==> src/rtl/quidditch_pkg.sv <==
// Shared definitions for the match referee: FSM state encoding,
// winner codes and the active-low 7-segment lookup table (gfedcba).
package quidditch_pkg;

    typedef enum logic [1:0] {
        ST_IDLE       = 2'b00,
        ST_PLAY       = 2'b01,
        ST_GOAL_PAUSE = 2'b10,
        ST_GAME_OVER  = 2'b11
    } match_state_t;

    localparam logic [1:0] WINNER_NONE  = 2'b00;
    localparam logic [1:0] WINNER_TEAM1 = 2'b01;
    localparam logic [1:0] WINNER_TEAM2 = 2'b10;

    // Index is the hex digit; bit 6 = g ... bit 0 = a; a 0 lights the segment.
    localparam logic [6:0] SEG7_LUT [16] = '{
        7'b1000000,  // 0
        7'b1111001,  // 1
        7'b0100100,  // 2
        7'b0110000,  // 3
        7'b0011001,  // 4
        7'b0010010,  // 5
        7'b0000010,  // 6
        7'b1111000,  // 7
        7'b0000000,  // 8
        7'b0010000,  // 9
        7'b0001000,  // A
        7'b0000011,  // b
        7'b1000110,  // C
        7'b0100001,  // d
        7'b0000110,  // E
        7'b0001110   // F
    };

endpackage

==> src/rtl/seg7_decoder.sv <==
// Hex digit to active-low 7-segment code, purely combinational.
module seg7_decoder
    import quidditch_pkg::*;
(
    input  logic [3:0] i_value,
    output logic [6:0] o_seg
);

    assign o_seg = SEG7_LUT[i_value];

endmodule

==> src/rtl/match_scoreboard.sv <==
// Match referee: counts goals from the game logic while in play, sequences
// serve / play / post-goal pause / game over, and drives the score digits.
module match_scoreboard
    import quidditch_pkg::*;
#(
    parameter int WIN_SCORE    = 7,
    parameter int PAUSE_CYCLES = 50_000_000
) (
    input  logic       clk,
    input  logic       rst,
    input  logic       team1_score,
    input  logic       team2_score,
    input  logic       start_button,
    output logic       play_enable,
    output logic       ball_reset,
    output logic       serve_dir,
    output logic [3:0] team1_points,
    output logic [3:0] team2_points,
    output logic [1:0] winner,
    output logic [1:0] match_state,
    output logic [6:0] seg_team1,
    output logic [6:0] seg_team2
);

    localparam int               CNT_W      = (PAUSE_CYCLES > 1) ? $clog2(PAUSE_CYCLES) : 1;
    localparam logic [CNT_W-1:0] PAUSE_LOAD = CNT_W'(PAUSE_CYCLES - 1);
    localparam logic [3:0]       WIN_CODE   = 4'(WIN_SCORE);

    // Start button path
    logic r_start_sync1;
    logic r_start_sync2;
    logic r_start_prev;
    logic r_start_evt;

    // Score input path
    logic r_t1;
    logic r_t1_prev;
    logic r_t2;
    logic r_t2_prev;
    logic w_goal1;
    logic w_goal2;

    // Match state
    match_state_t     r_state;
    logic [3:0]       r_t1_pts;
    logic [3:0]       r_t2_pts;
    logic [1:0]       r_winner;
    logic             r_serve_dir;
    logic             r_ball_reset;
    logic [CNT_W-1:0] r_pause_cnt;

    match_state_t     w_state_next;
    logic [3:0]       w_t1_pts_next;
    logic [3:0]       w_t2_pts_next;
    logic [1:0]       w_winner_next;
    logic             w_serve_dir_next;
    logic             w_ball_reset_next;
    logic [CNT_W-1:0] w_pause_cnt_next;
    logic [3:0]       w_t1_inc;
    logic [3:0]       w_t2_inc;

    // Synchronise the raw button and register its rising edge as a one-cycle event
    always_ff @(posedge clk or posedge rst) begin
        if (rst) begin
            r_start_sync1 <= 1'b0;
            r_start_sync2 <= 1'b0;
            r_start_prev  <= 1'b0;
            r_start_evt   <= 1'b0;
        end else begin
            r_start_sync1 <= start_button;
            r_start_sync2 <= r_start_sync1;
            r_start_prev  <= r_start_sync2;
            r_start_evt   <= r_start_sync2 & ~r_start_prev;
        end
    end

    // Register score levels and keep the previous sample for edge detection
    always_ff @(posedge clk or posedge rst) begin
        if (rst) begin
            r_t1      <= 1'b0;
            r_t1_prev <= 1'b0;
            r_t2      <= 1'b0;
            r_t2_prev <= 1'b0;
        end else begin
            r_t1      <= team1_score;
            r_t1_prev <= r_t1;
            r_t2      <= team2_score;
            r_t2_prev <= r_t2;
        end
    end

    assign w_goal1  = r_t1 & ~r_t1_prev;
    assign w_goal2  = r_t2 & ~r_t2_prev;
    assign w_t1_inc = r_t1_pts + 4'd1;
    assign w_t2_inc = r_t2_pts + 4'd1;

    // Match FSM state and datapath registers
    always_ff @(posedge clk or posedge rst) begin
        if (rst) begin
            r_state      <= ST_IDLE;
            r_t1_pts     <= 4'd0;
            r_t2_pts     <= 4'd0;
            r_winner     <= WINNER_NONE;
            r_serve_dir  <= 1'b0;
            r_ball_reset <= 1'b0;
            r_pause_cnt  <= '0;
        end else begin
            r_state      <= w_state_next;
            r_t1_pts     <= w_t1_pts_next;
            r_t2_pts     <= w_t2_pts_next;
            r_winner     <= w_winner_next;
            r_serve_dir  <= w_serve_dir_next;
            r_ball_reset <= w_ball_reset_next;
            r_pause_cnt  <= w_pause_cnt_next;
        end
    end

    // Next-state logic: goals score only in PLAY, start only acts in IDLE / GAME_OVER
    always_comb begin
        w_state_next      = r_state;
        w_t1_pts_next     = r_t1_pts;
        w_t2_pts_next     = r_t2_pts;
        w_winner_next     = r_winner;
        w_serve_dir_next  = r_serve_dir;
        w_ball_reset_next = 1'b0;
        w_pause_cnt_next  = r_pause_cnt;

        case (r_state)
            ST_IDLE: begin
                if (r_start_evt) begin
                    w_state_next      = ST_PLAY;
                    w_ball_reset_next = 1'b1;
                    w_serve_dir_next  = 1'b0;
                end
            end

            ST_PLAY: begin
                if (w_goal1 && w_goal2) begin
                    // Simultaneous goals cancel; replay with the same serve.
                    w_state_next     = ST_GOAL_PAUSE;
                    w_pause_cnt_next = PAUSE_LOAD;
                end else if (w_goal1) begin
                    w_t1_pts_next = w_t1_inc;
                    if (w_t1_inc == WIN_CODE) begin
                        w_state_next  = ST_GAME_OVER;
                        w_winner_next = WINNER_TEAM1;
                    end else begin
                        w_state_next     = ST_GOAL_PAUSE;
                        w_pause_cnt_next = PAUSE_LOAD;
                        w_serve_dir_next = 1'b0;
                    end
                end else if (w_goal2) begin
                    w_t2_pts_next = w_t2_inc;
                    if (w_t2_inc == WIN_CODE) begin
                        w_state_next  = ST_GAME_OVER;
                        w_winner_next = WINNER_TEAM2;
                    end else begin
                        w_state_next     = ST_GOAL_PAUSE;
                        w_pause_cnt_next = PAUSE_LOAD;
                        w_serve_dir_next = 1'b1;
                    end
                end
            end

            ST_GOAL_PAUSE: begin
                if (r_pause_cnt == '0) begin
                    w_state_next      = ST_PLAY;
                    w_ball_reset_next = 1'b1;
                end else begin
                    w_pause_cnt_next = r_pause_cnt - 1'b1;
                end
            end

            ST_GAME_OVER: begin
                if (r_start_evt) begin
                    w_state_next      = ST_PLAY;
                    w_ball_reset_next = 1'b1;
                    w_serve_dir_next  = 1'b0;
                    w_t1_pts_next     = 4'd0;
                    w_t2_pts_next     = 4'd0;
                    w_winner_next     = WINNER_NONE;
                end
            end

            default: w_state_next = ST_IDLE;
        endcase
    end

    assign play_enable  = (r_state == ST_PLAY);
    assign ball_reset   = r_ball_reset;
    assign serve_dir    = r_serve_dir;
    assign team1_points = r_t1_pts;
    assign team2_points = r_t2_pts;
    assign winner       = r_winner;
    assign match_state  = r_state;

    // Score digits: index 0 is team 1, index 1 is team 2
    logic [3:0] w_points [2];
    logic [6:0] w_seg    [2];

    assign w_points[0] = r_t1_pts;
    assign w_points[1] = r_t2_pts;

    generate
        for (genvar gi = 0; gi < 2; gi++) begin : g_seg
            seg7_decoder u_dec (
                .i_value (w_points[gi]),
                .o_seg   (w_seg[gi])
            );
        end
    endgenerate

    assign seg_team1 = w_seg[0];
    assign seg_team2 = w_seg[1];

endmodule
==> config.mk <==
export PLATFORM = sky130hd
export DESIGN_NAME = match_scoreboard
export DESIGN_NICKNAME = d
export VERILOG_FILES = /design/src/rtl/quidditch_pkg.sv /design/src/rtl/seg7_decoder.sv /design/src/rtl/match_scoreboard.sv
export SDC_FILE = /design/constraint.sdc
export NUM_CORES = 1
export LEC_CHECK = 0
export CELL_PAD_IN_SITES_DETAIL_PLACEMENT = 0
export CELL_PAD_IN_SITES_GLOBAL_PLACEMENT = 2
export CORE_ASPECT_RATIO = 2
export CORE_MARGIN = 1.5
export CORE_UTILIZATION = 35
export CTS_CLUSTER_DIAMETER = 200
export CTS_CLUSTER_SIZE = 24
export DETAILED_ROUTE_END_ITERATION = 10
export PLACE_DENSITY_LB_ADDON = 0.25
export SYNTH_ARGS = -nofsm -noshare
export SYNTH_HDL_FRONTEND = slang
export SYNTH_SLANG_ARGS = --single-unit
==> constraint.sdc <==
create_clock -name clk -period 3.32 [get_ports clk]
set_clock_uncertainty 0.15 [all_clocks]
set_input_delay 0.498 -clock clk [delete_from_list [all_inputs] [get_ports clk]]
set_output_delay 0.498 -clock clk [all_outputs]
set_load 0.05 [all_outputs]
======== Word-level counts from Yosys, hierarchy flattened ========
Memories as Yosys holds them, arrays and structs flattened.
Cells that the tools add are included.
W data, S select, Z words.
word-level totals
  register bits ........................... 48
  bits in latches ......................... 0
  memory bits (writable) .................. 0
  bits in read-only memories .............. 224
  input port bits ......................... 5
  output and inout bits ................... 29
  memories kept ........................... 2
memory list
  name             depth  bits a word  rd ports  clocked after memory_dff  wr ports  line               RTL
  (no name shown)  16     7            1         0                         0         seg7_decoder.sv:9  assign o_seg = SEG7_LUT[i_value];
  (no name shown)  16     7            1         0                         0         seg7_decoder.sv:9
operators by class
  add/subtract/negate cells ............... 3
  multiply operators ...................... 0
  div/mod/pow operators ................... 0
  $lt $le $gt $ge ......................... 2
  equal/unequal tests ..................... 21
  shift operators ......................... 0
  multiplexer cells ....................... 44
  bitwise logic cells ..................... 8
  reduce and logical (&&, ||, !) cells .... 13
operator list
  operator                 number
  $mux W26                 6
  $pmux W26 S2             1
  $mux W7                  4
  $logic_not A26 Y1        1
  $sub A26 B1 Y26 const B  1
  $mux W4                  6
  $mux W2                  11
  $pmux W4 S2              2
  $reduce_and A6 Y1        2
  $ge A5 B5 Y1 const B     2
  $mux W1                  10
  $ne A2 B2 Y1 const B     5
  $not A4 Y5               2
  $reduce_and A5 Y1        2
  $add A4 B1 Y4 const B    2
  $eq A4 B3 Y1 const B     2
  $ne A4 B4 Y1 const B     2
  $ne A2 B1 Y1 const B     3
  $ne A3 B1 Y1 const B     2
  $ne A3 B3 Y1 const B     2
  $pmux W2 S3              1
  $reduce_bool A2 Y1       3
  $eq A2 B2 Y1 const B     2
  $ne A4 B1 Y1 const B     1
  11 further kinds         16

======== Logic depth before layout (Yosys ltp) ========
Gate-level depths: netlist of the first run.
  depth after elaboration ................. 7
  depth in mapped cells ................... 10
  gate-level depth less buffers ........... 8

======== Modules after synthesis ========
A second synthesis of the first run with hierarchy kept.
unflattened totals
  cells, all modules ...................... 349
  area, all modules ....................... 3,185.6 um^2
modules (own cells, without submodules)
  module                          times used  cells an instance  area each (um^2)  seq. area each (um^2)
  match_scoreboard                1           283                2,642.5           1,201.2
  seg7_decoder at g_seg[1].u_dec  1           33                 274.0             0.0
  seg7_decoder at g_seg[0].u_dec  1           33                 269.0             0.0

======== Worst setup path after synthesis of the first run ========
No wires, ideal clock.
  path type ............................... register to output
  start ................................... register r_t2_pts[3] (netlist: team2_points[3])
  end ..................................... output port seg_team2[0]
  arrival time ............................ 2.504 ns
  slack ................................... 0.168 ns
  cell stages (with the launch flop) ...... 5
  path buffers ............................ 2
  path through ............................ dfrtp_1 -> clkbuf_1 -> buf_1 -> mux2i_1 -> o21ai_0
on the way
  cells in the longest elaborated chain, start to end .. 4
ends and longest elaborated chain
  element                                      line                     RTL
  start, declared                              match_scoreboard.sv:46   logic [3:0] r_t2_pts;
  start signal, assigned                       match_scoreboard.sv:110  r_t2_pts <= w_t2_pts_next;
  $not A4 Y5 (implied by the code)             seg7_decoder.sv:9
  $mem_v2 Z16 W7                               -
  $mux W7 (implied by the code) (2 in series)  seg7_decoder.sv:9
  end, declared                                match_scoreboard.sv:22   output logic [6:0] seg_team2
Every way passes these cells. The select of a mux whose other input is x is not followed.

======== Final worst setup path of the first run ========
  start ................................... register r_t2_pts[1] (netlist: team2_points[1])
  end ..................................... output port seg_team2[3]
Same word-level chain as after synthesis.

==> qor.yml, run 1 <==
place:
  io_buffers: 33
  gp_congestion: 0.846
  dp.cells: 501
  postPlaceCellArea_um2: 3670
  dp_hpwl_um: 7100
die:
  ios: 34
  core_region_area_um2: 8950
  dieArea_um2: 9730
  fp-row-count: 49
  start_util_pct: 35.6
  die_h_um: 138
  die_w_um: 70.5
synthesis:
  syn_area_um2: 3190
  synth.avg_cell_area_um2: 8.60
  synth_nets: 394
  ys.flop_type: "dfrtp_1"
  synth_common_cells: "48 x dfrtp_1, 42 x o21ai_0, 38 x a21oi_1"
  yosys_warnings: 0
  yosysSeqAreaShare_pct: 37.6
  ys_top_cells_by_area: "dfrtp_1 38%, ha_1 7.1%, o21ai_0 6.6%"
  yosysTopAreaCell: "dfrtp_1"
  ys_ff_latch: 48
  synth_top_area_share_pct: 37.6
  ys_types: 56
  yosys.cell_count.top_type: "dfrtp_1"
  synth_edf_count: 0
  synthCells: 371
  synthArstFlopShare_pct: 100
route:
  routedWlPerCell_um: 17.8
  wirelength_met1_um: 3080
  dr_wl_met2_um: 5390
  wl_met3_um: 204
  ant_nets: 0
  routed.top_layer: "met4"
  wl_um: 9040
  drtPass1Iterations: 4
  drt_iter0_markers: 148
  via_count: 2923
  route.detailed.drc: 0
  routed_via_density: 5.74
timing:
  grt_setup_unrepaired: "false"
  fmax_mhz: 317
  tightest_slew_ns: 0.798
  setup_tns_ns: 0
  max-slew-margin-rel_pct: 46.6
  drv_slew: 0
  final-setup-viol-count: 0
  fin_crit_sh_pct: 95.1
  hold_viol: 0
  min_period_ns: 3.16
critical_path:
  cp.required_ns: 2.67
  worstSetupEndpointType: "primary output"
  path_max_fanout: 11
  rr_worst_depth: 5
  arrival_ns: 2.51
  r2r_slack_ns: 0.28
  setup.worst_path.start_class: "flip-flop"
  r2r-end: "match_state[1]"
  reg2reg_from: "r_pause_cnt[3]"
  path_class: "flip-flop to primary output"
cells_and_area:
  fillers: 919
  final_cell_area_um2: 3850
  area_growth_pct: 20.6
  post-route-util_pct: 43.0
  drive_gt1_share_pct: 7.86
  stdcell_count: 509
  diodes: 0
  nets: 429
min_path:
  whs_path_depth: 0
  hold_path_end: "r_start_sync2"
  min_path_type: "flip-flop to flip-flop"
  min-delay-start: "r_start_sync1"
pwr:
  vdd_drop_max_mv: 0.375
  power.leakage_nw: 1.47
  p_per_area_nw_per_um2: 875
grt:
  antenna_found_initial: 0
  grt_pass1_wl_um: 14900
  grt_pass1_vias: 3061
  grt_usage_pct: 19.4
  grt-ovfl-total: 0
  grt_max_degree: 29
cts:
  cts_tree: "built"
  cts_inserted_buffers: 5
  cts_sinks: 48
  h-tree-depth: 2
  cts_root_buf: "clkbuf_16"
  clock_latency_ns: 0.30
  clk_pin_slew_ns: 0.07
  clk_path_buf_depth: 2
outcome:
  status: "completed"
run:
  drv_cap: 0
[metrics by stage]
step	power (W)	hold WS, ns	setup slack (ns)
final	0.00337	0.196	0.164
after global routing	0.00359	0.223	0.0370
after CTS	0.00342	0.200	0.0223
after detailed placement	0.00281	0.191	0.280
after global placement	0.00280	0.207	0.335
after floorplan	0.00213	0.181	0.168
[per-layer routing]
metal,track usage (%),vias up
li1,-,1442
met1,18.0,1391
met2,38.9,64
met3,2.77,26
met4,9.51,0
met5,0,-
[critical path: stages, from the launching register on]
cell and delay [ns]:
dfrtp_1 0.56, inv_1 0.14, ha_1 0.29, inv_1 0.05
mux4_2 0.45, clkdlybuf4s50_1 0.71
[cells by family (layout without fill, tap and decap cells)]
group           Yosys count  in the layout  synth area share (%)
flops                    48             48                  37.6
simple gates            122            122                  20.1
buf+inv                  35             71                  4.47
compound gates          138            138                  27.2
mux                      10             10                  3.57
fa+ha+maj                18             18                  7.06
[cells in the final DEF, fill, tap and decap left out, types with 5 or more instances in the layout]
master / Yosys / layout
nor3_1: 13 / 13
a31oi_1: 13 / 13
clkbuf_16: 0 / 5
nand3_1: 6 / 6
nand2b_1: 10 / 10
clkdlybuf4s50_1: 0 / 31
or4_1: 5 / 5
o41ai_1: 5 / 5
nor2b_1: 9 / 9
mux2i_1: 8 / 8
a21o_1: 6 / 6
buf_4: 0 / 14
ha_1: 18 / 18
a21oi_1: 38 / 38
nor2_1: 24 / 24
or3_1: 10 / 10
dfrtp_1: 48 / 48
o21ai_0: 42 / 42
nand2_1: 27 / 27
inv_1: 15 / 14
[how the worst max path moves through the flow]
| stage | from | end | slack (ns) | cells after the start |
|---|---|---|---|---|
| floorplan | team2_points[3] | seg_team2[0] | 0.17 | 4 |
| global placement | r_pause_cnt[3] | r_pause_cnt[21] | 0.33 | 6 |
| detailed placement | r_pause_cnt[3] | match_state[1] | 0.28 | 5 |
| CTS | team1_points[1] | seg_team1[0] | 0.02 | 6 |
| global route | team2_points[1] | seg_team2[3] | 0.04 | 5 |
| finish | team2_points[1] | seg_team2[3] | 0.16 | 5 |
[registers in the layout (all words and copies together) (netlist names), 2 cells and up]
signal	count
team1_points	4
winner	2
team2_points	4
r_pause_cnt	26
match_state	2
[where the power goes]
part / internal, W / switching (W)
combinational: 0.000686 / 0.00134
sequential: 0.000655 / 0.0000889
clock: 0.000358 / 0.000238
[what timing repair did]
item | CTS | global route
gates resized for setup | 0 | 2
hold buffers | 0 | 0
endpoints found under the setup margin | 0 | 2
buffers inserted | 0 | 0
[layout make-up]
type                    instances  area (um2)  area share (%)
well taps                     102         128            3.32
flip-flops and latches         48        1200            31.2
clock buffers                   5         125            3.25
clock inverters                 3        47.5            1.24
repair buffers                 47         440            11.4
multi-input cells             288        1850            48.0
inverters                      16        60.1            1.56
Note: power is estimated with default switching activity, not from simulation.
==> run 2, diff against run 1 <==
CORE_UTILIZATION = 37   (was 35)
clock period = 4.09 ns   (was 3.32 ns; I/O delays follow)
==> run 2 against run 1 <==
- routed wire length decreased by 5.8%
- combinational power is 24% lower
- critical path depth unchanged
- cell area fell by 2.3%
- largest cell class unchanged
==> qor.yml, run 2 (same netlist as run 1, synthesis figures left out) <==
cells_and_area:
  nets: 418
  diodes: 0
  post-route-util_pct: 45.0
  drive_gt1_share_pct: 5.30
  regMostFlops: "r_pause_cnt"
  largest_reg_flops: 26
  final_common_cell: "dfrtp_1"
  area_growth_pct: 17.9
  fillers: 827
  layout_common_cells: "48 x dfrtp_1, 42 x o21ai_0, 38 x a21oi_1, 33 x clkdlybuf4s50_1, 27 x nand2_1"
critical_path:
  cp_slowest_stage_delay_ns: 0.71
  worst_path_most_repeated_cell: "inv_1"
  setup.worst_path.start_class: "flip-flop"
  cp_num_cells: 5
  crit_chain: "inv_1 > ha_1 > inv_1 > mux4_2 > clkdlybuf4s50_1"
  worstSetupEndpointType: "primary output"
  startpoint: "team2_points[0]"
  reg2reg_from: "team2_points[0]"
  path_class: "flip-flop to primary output"
  rr_worst_depth: 8
  slowest_stage: "clkdlybuf4s50_1"
  crit_family: "buffers and inverters"
  path_max_fanout: 10
  arrival_ns: 2.60
  cp.required_ns: 3.33
  worst-path-buf-inv: 3
pwr:
  p_per_area_nw_per_um2: 711
  p_total_w: 0.00268
  switching_share_pct: 49.8
  share_comb_of_total_power_pct: 57.7
  seqPwrFrac_pct: 23.9
  vdd_drop_max_mv: 0.290
  p_switching_w: 0.00133
  power.leakage_nw: 1.40
  pwr-share-clk_pct: 18.5
  p_int_w: 0.00134
die:
  dieArea_um2: 9220
  die_h_um: 134
  core_region_area_um2: 8350
  die_w_um: 68.7
  ios: 34
  fp-row-count: 47
  start_util_pct: 38.2
grt:
  grt_usage_pct: 19.6
  grt_max_degree: 31
  grt-ovfl-total: 0
  grt_pass1_wl_um: 13600
  grt_pass1_vias: 2786
  antenna_found_initial: 0
cts:
  cts_root_buf: "clkbuf_16"
  h-tree-depth: 2
  cts_sinks: 48
  cts_setup_buffers: 0
  ctsResizeCount: 0
  clk_pin_slew_ns: 0.07
  cts_hold_buf: 0
  cts_tree: "built"
  clock_latency_ns: 0.29
  clk_path_buf_depth: 2
  cts_inserted_buffers: 5
route:
  route.detailed.drc: 0
  ant_nets: 0
  via_count: 2849
  routed_via_density: 5.77
  routedWlPerCell_um: 17.2
  wl_um: 8510
  drt_iter0_markers: 121
  drtPass1Iterations: 4
timing:
  hold_viol: 0
  final-setup-viol-count: 0
  fmax_mhz: 297
  tightest_slew_ns: 0.895
  drv_slew: 0
  finalWorstSetupSlack_ns: 0.725
  grt_setup_unrepaired: "false"
  setup_tns_ns: 0
  max-slew-margin-rel_pct: 40.1
  min_period_ns: 3.37
  fin_crit_sh_pct: 82.3
place:
  post-place-ws_ns: 0.983
  dp_hpwl_um: 6270
  io_buffers: 33
  gp_congestion: 0.895
outcome:
  status: "completed"
min_path:
  whs_path_depth: 0
  min_path_type: "flip-flop to flip-flop"
  min-delay-start: "r_start_sync1"
run:
  drv_cap: 0
-- run 2: layer usage --
metal	track usage [%]	vias to the layer above	share of wire, %	wire (um)
met5	0	-	0	0
met4	8.00	0	2.7	228
met3	2.27	15	2.4	202
met2	37.4	57	57	4830
met1	20.1	1354	38	3260
li1	-	1423	-	-
-- run 2: worst reg2reg max path: stages (launching register included) --
cell      delay (ns)
dfrtp_1         0.55
inv_1           0.21
ha_1            0.30
nand2b_1        0.11
o21ai_0         0.09
o21ai_0         0.40
o211a_1         0.68
nand2_1         0.23
o41ai_1         0.33
-- run 2: cell type report --
cell class	count	area (um2)	area share, %
inverter	16	60.1	1.60
tap	98	123	3.26
clock inverter	2	38.8	1.03
timing repair buffer	36	353	9.38
sequential	48	1200	31.9
multi-input combinational	288	1850	49.1
clock buffer	6	139	3.69
-- run 2: worst paths after layout --
path                       slack [ns]         endpoint
min in group asynchronous        0.59      r_start_evt
max reg2reg                      0.95  r_pause_cnt[11]
min reg2reg                      0.21    r_start_sync2
max in group asynchronous        2.47  team1_points[3]
max                              0.72     seg_team2[3]
min                              0.21    r_start_sync2
-- run 2: stage by stage --
step	cell area, um2	hold slack [ns]	instances
floorplan	3190	0.181	371
global placement	3580	0.189	486
detailed placement	3580	0.196	486
CTS	3760	0.212	494
global route	3760	0.221	494
finish	3760	0.206	494
-- run 2: power by group through the flow --
stage	registers [W]	logic (W)	clock network, W
after global placement	0.000649	0.00154	0
after detailed placement	0.000650	0.00155	0
final	0.000638	0.00154	0.000495
after global routing	0.000654	0.00167	0.000523
after floorplan	0.000749	0.000978	0
after CTS	0.000641	0.00155	0.000510
==> run 3, diff against run 2 <==
CORE_UTILIZATION = 35   (was 37)
clock period = 3.15 ns   (was 4.09 ns; I/O delays follow)
==> run 3 against run 2 <==
- non-clock buffer count rose by 15
- routed wire length rose by 3.4%
- critical path type unchanged
- highest routed layer unchanged
- largest power group unchanged
- largest cell class unchanged
- utilization fell by 2.0 points
- clock power rose by 10%
==> qor.yml, run 3 (same netlist as run 1, synthesis figures left out) <==
grt:
  antenna_found_initial: 0
  grt_usage_pct: 19.0
  grt_max_degree: 28
  grt_pass1_vias: 3029
  grt-ovfl-total: 0
  grt_pass1_wl_um: 15000
critical_path:
  arrival_ns: 2.35
  path_class: "flip-flop to primary output"
  startpoint: "team2_points[0]"
  r2r_slack_ns: 0.29
  cp.required_ns: 2.53
  reg2reg_from: "r_pause_cnt[3]"
  setup.worst_path.start_class: "flip-flop"
  worstSetupEndpointType: "primary output"
  path_max_fanout: 6
timing:
  fin_crit_sh_pct: 94.3
  tightest_slew_ns: 0.661
  grt_setup_unrepaired: "false"
  whs_ns: 0.200
  min_period_ns: 2.97
  setup_tns_ns: 0
  final-setup-viol-count: 0
  drv_slew: 0
  max-slew-margin-rel_pct: 55.9
  fmax_mhz: 336
  hold_viol: 0
min_path:
  min-delay-start: "r_start_sync1"
  min_path_type: "flip-flop to flip-flop"
die:
  dieArea_um2: 9730
  fp-row-count: 49
  core_region_area_um2: 8950
  start_util_pct: 35.6
  die_w_um: 70.5
  ios: 34
  die_h_um: 138
cts:
  cts_setup_buffers: 0
  cts_root_buf: "clkbuf_16"
  cts_sinks: 48
  clk_path_buf_depth: 2
  clock_latency_ns: 0.29
  h-tree-depth: 2
  clk_pin_slew_ns: 0.07
  cts_inserted_buffers: 5
  cts_tree: "built"
route:
  routed_via_density: 5.75
  route.detailed.drc: 0
  drtPass1Iterations: 4
  wl_um: 8810
  drt_iter0_markers: 92
  via_count: 2952
  routedWlPerCell_um: 17.2
  ant_nets: 0
pwr:
  power.leakage_nw: 1.47
  p_int_w: 0.00174
  pwr-share-clk_pct: 15.5
  p_switching_w: 0.00177
  share_comb_of_total_power_pct: 62.0
  seqPwrFrac_pct: 22.5
  switching_share_pct: 50.4
  vdd_drop_max_mv: 0.331
  p_per_area_nw_per_um2: 911
outcome:
  status: "completed"
cells_and_area:
  diodes: 0
  nets: 433
  layout_common_cells: "48 x dfrtp_1, 42 x o21ai_0, 38 x a21oi_1, 30 x clkdlybuf4s50_1, 27 x nand2_1"
  regMostFlops: "r_pause_cnt"
  drive_gt1_share_pct: 9.00
  area_growth_pct: 20.7
  final_common_cell: "dfrtp_1"
  largest_reg_flops: 26
place:
  dp_hpwl_um: 6760
  gp_congestion: 0.841
  io_buffers: 33
run:
  drv_cap: 0
==> run 3: cell count changes in the layout (fill, tap and decap cells not counted), sizes merged <==
cell / before / now
clkbuf: 6 / 5
clkdlybuf4s50: 33 / 30
clkinvlp: 0 / 2
buf: 3 / 19
bufinv: 1 / 0
dlymetal6s2s: 0 / 2
==> run 3: repair_timing <==
item	in CTS	in global routing
gates resized for setup	0	2
hold buffers	0	0
endpoints found under the setup margin	0	2
==> run 3: critical path, cell delays in order (launching register included) <==
cell and delay (ns):
dfrtp_1 0.44, inv_1 0.17, ha_1 0.31, inv_1 0.07, mux2i_1 0.13, nand2_1 0.07, nand2_1 0.07, clkdlybuf4s50_1 0.79
==> run 3: metrics by stage <==
| step | std cells | instance area [um2] | util [%] | power [W] | setup WS (ns) |
|---|---|---|---|---|---|
| 3_5_place_dp | 505 | 3700 | 41.3 | 0.00299 | 0.282 |
| 4_1_cts | 513 | 3850 | 43.0 | 0.00355 | 0.0399 |
| 5_1_grt | 513 | 3850 | 43.0 | 0.00374 | 0.00765 |
| 2_1_floorplan | 371 | 3190 | - | 0.00224 | 0.0236 |
| 6_report | 513 | 3850 | 43.0 | 0.00351 | 0.178 |
| 3_3_place_gp | 505 | 3700 | 41.3 | 0.00298 | 0.328 |
==> run 3: final timing paths <==
path                                    to  cells past startpoint
setup / recovery              seg_team2[1]                      7
hold / removal               r_start_sync2                      0
setup reg to reg            match_state[1]                      5
hold reg to reg              r_start_sync2                      0
max in group asynchronous  r_pause_cnt[11]                      3
min in group asynchronous    r_start_sync2                      2
==> run 3: final cells by class <==
type,count,area [um2]
inverter,16,60.1
fill,912,5100
clock inverter,3,23.8
tap,102,128
timing repair buffer,51,468
sequential,48,1200
multi-input combinational,288,1850
clock buffer,5,125
==> run 3: metal layers <==
layer	wire length (um)	track usage, %	vias to the layer above	part of all wire [%]
met3	182	1.75	17	2.1
li1	-	-	1456	-
met2	5140	37.4	61	58
met4	261	8.10	0	3.0
met5	0	0	-	0
met1	3220	19.4	1418	37
==> run 3: power groups by stage <==
stage / clock (W) / combinational (W) / sequential, W
after floorplan: 0 / 0.00127 / 0.000973
after global placement: 0 / 0.00218 / 0.000802
after detailed placement: 0 / 0.00219 / 0.000803
after CTS: 0.000563 / 0.00219 / 0.000791
after global routing: 0.000579 / 0.00236 / 0.000804
final: 0.000545 / 0.00217 / 0.000790
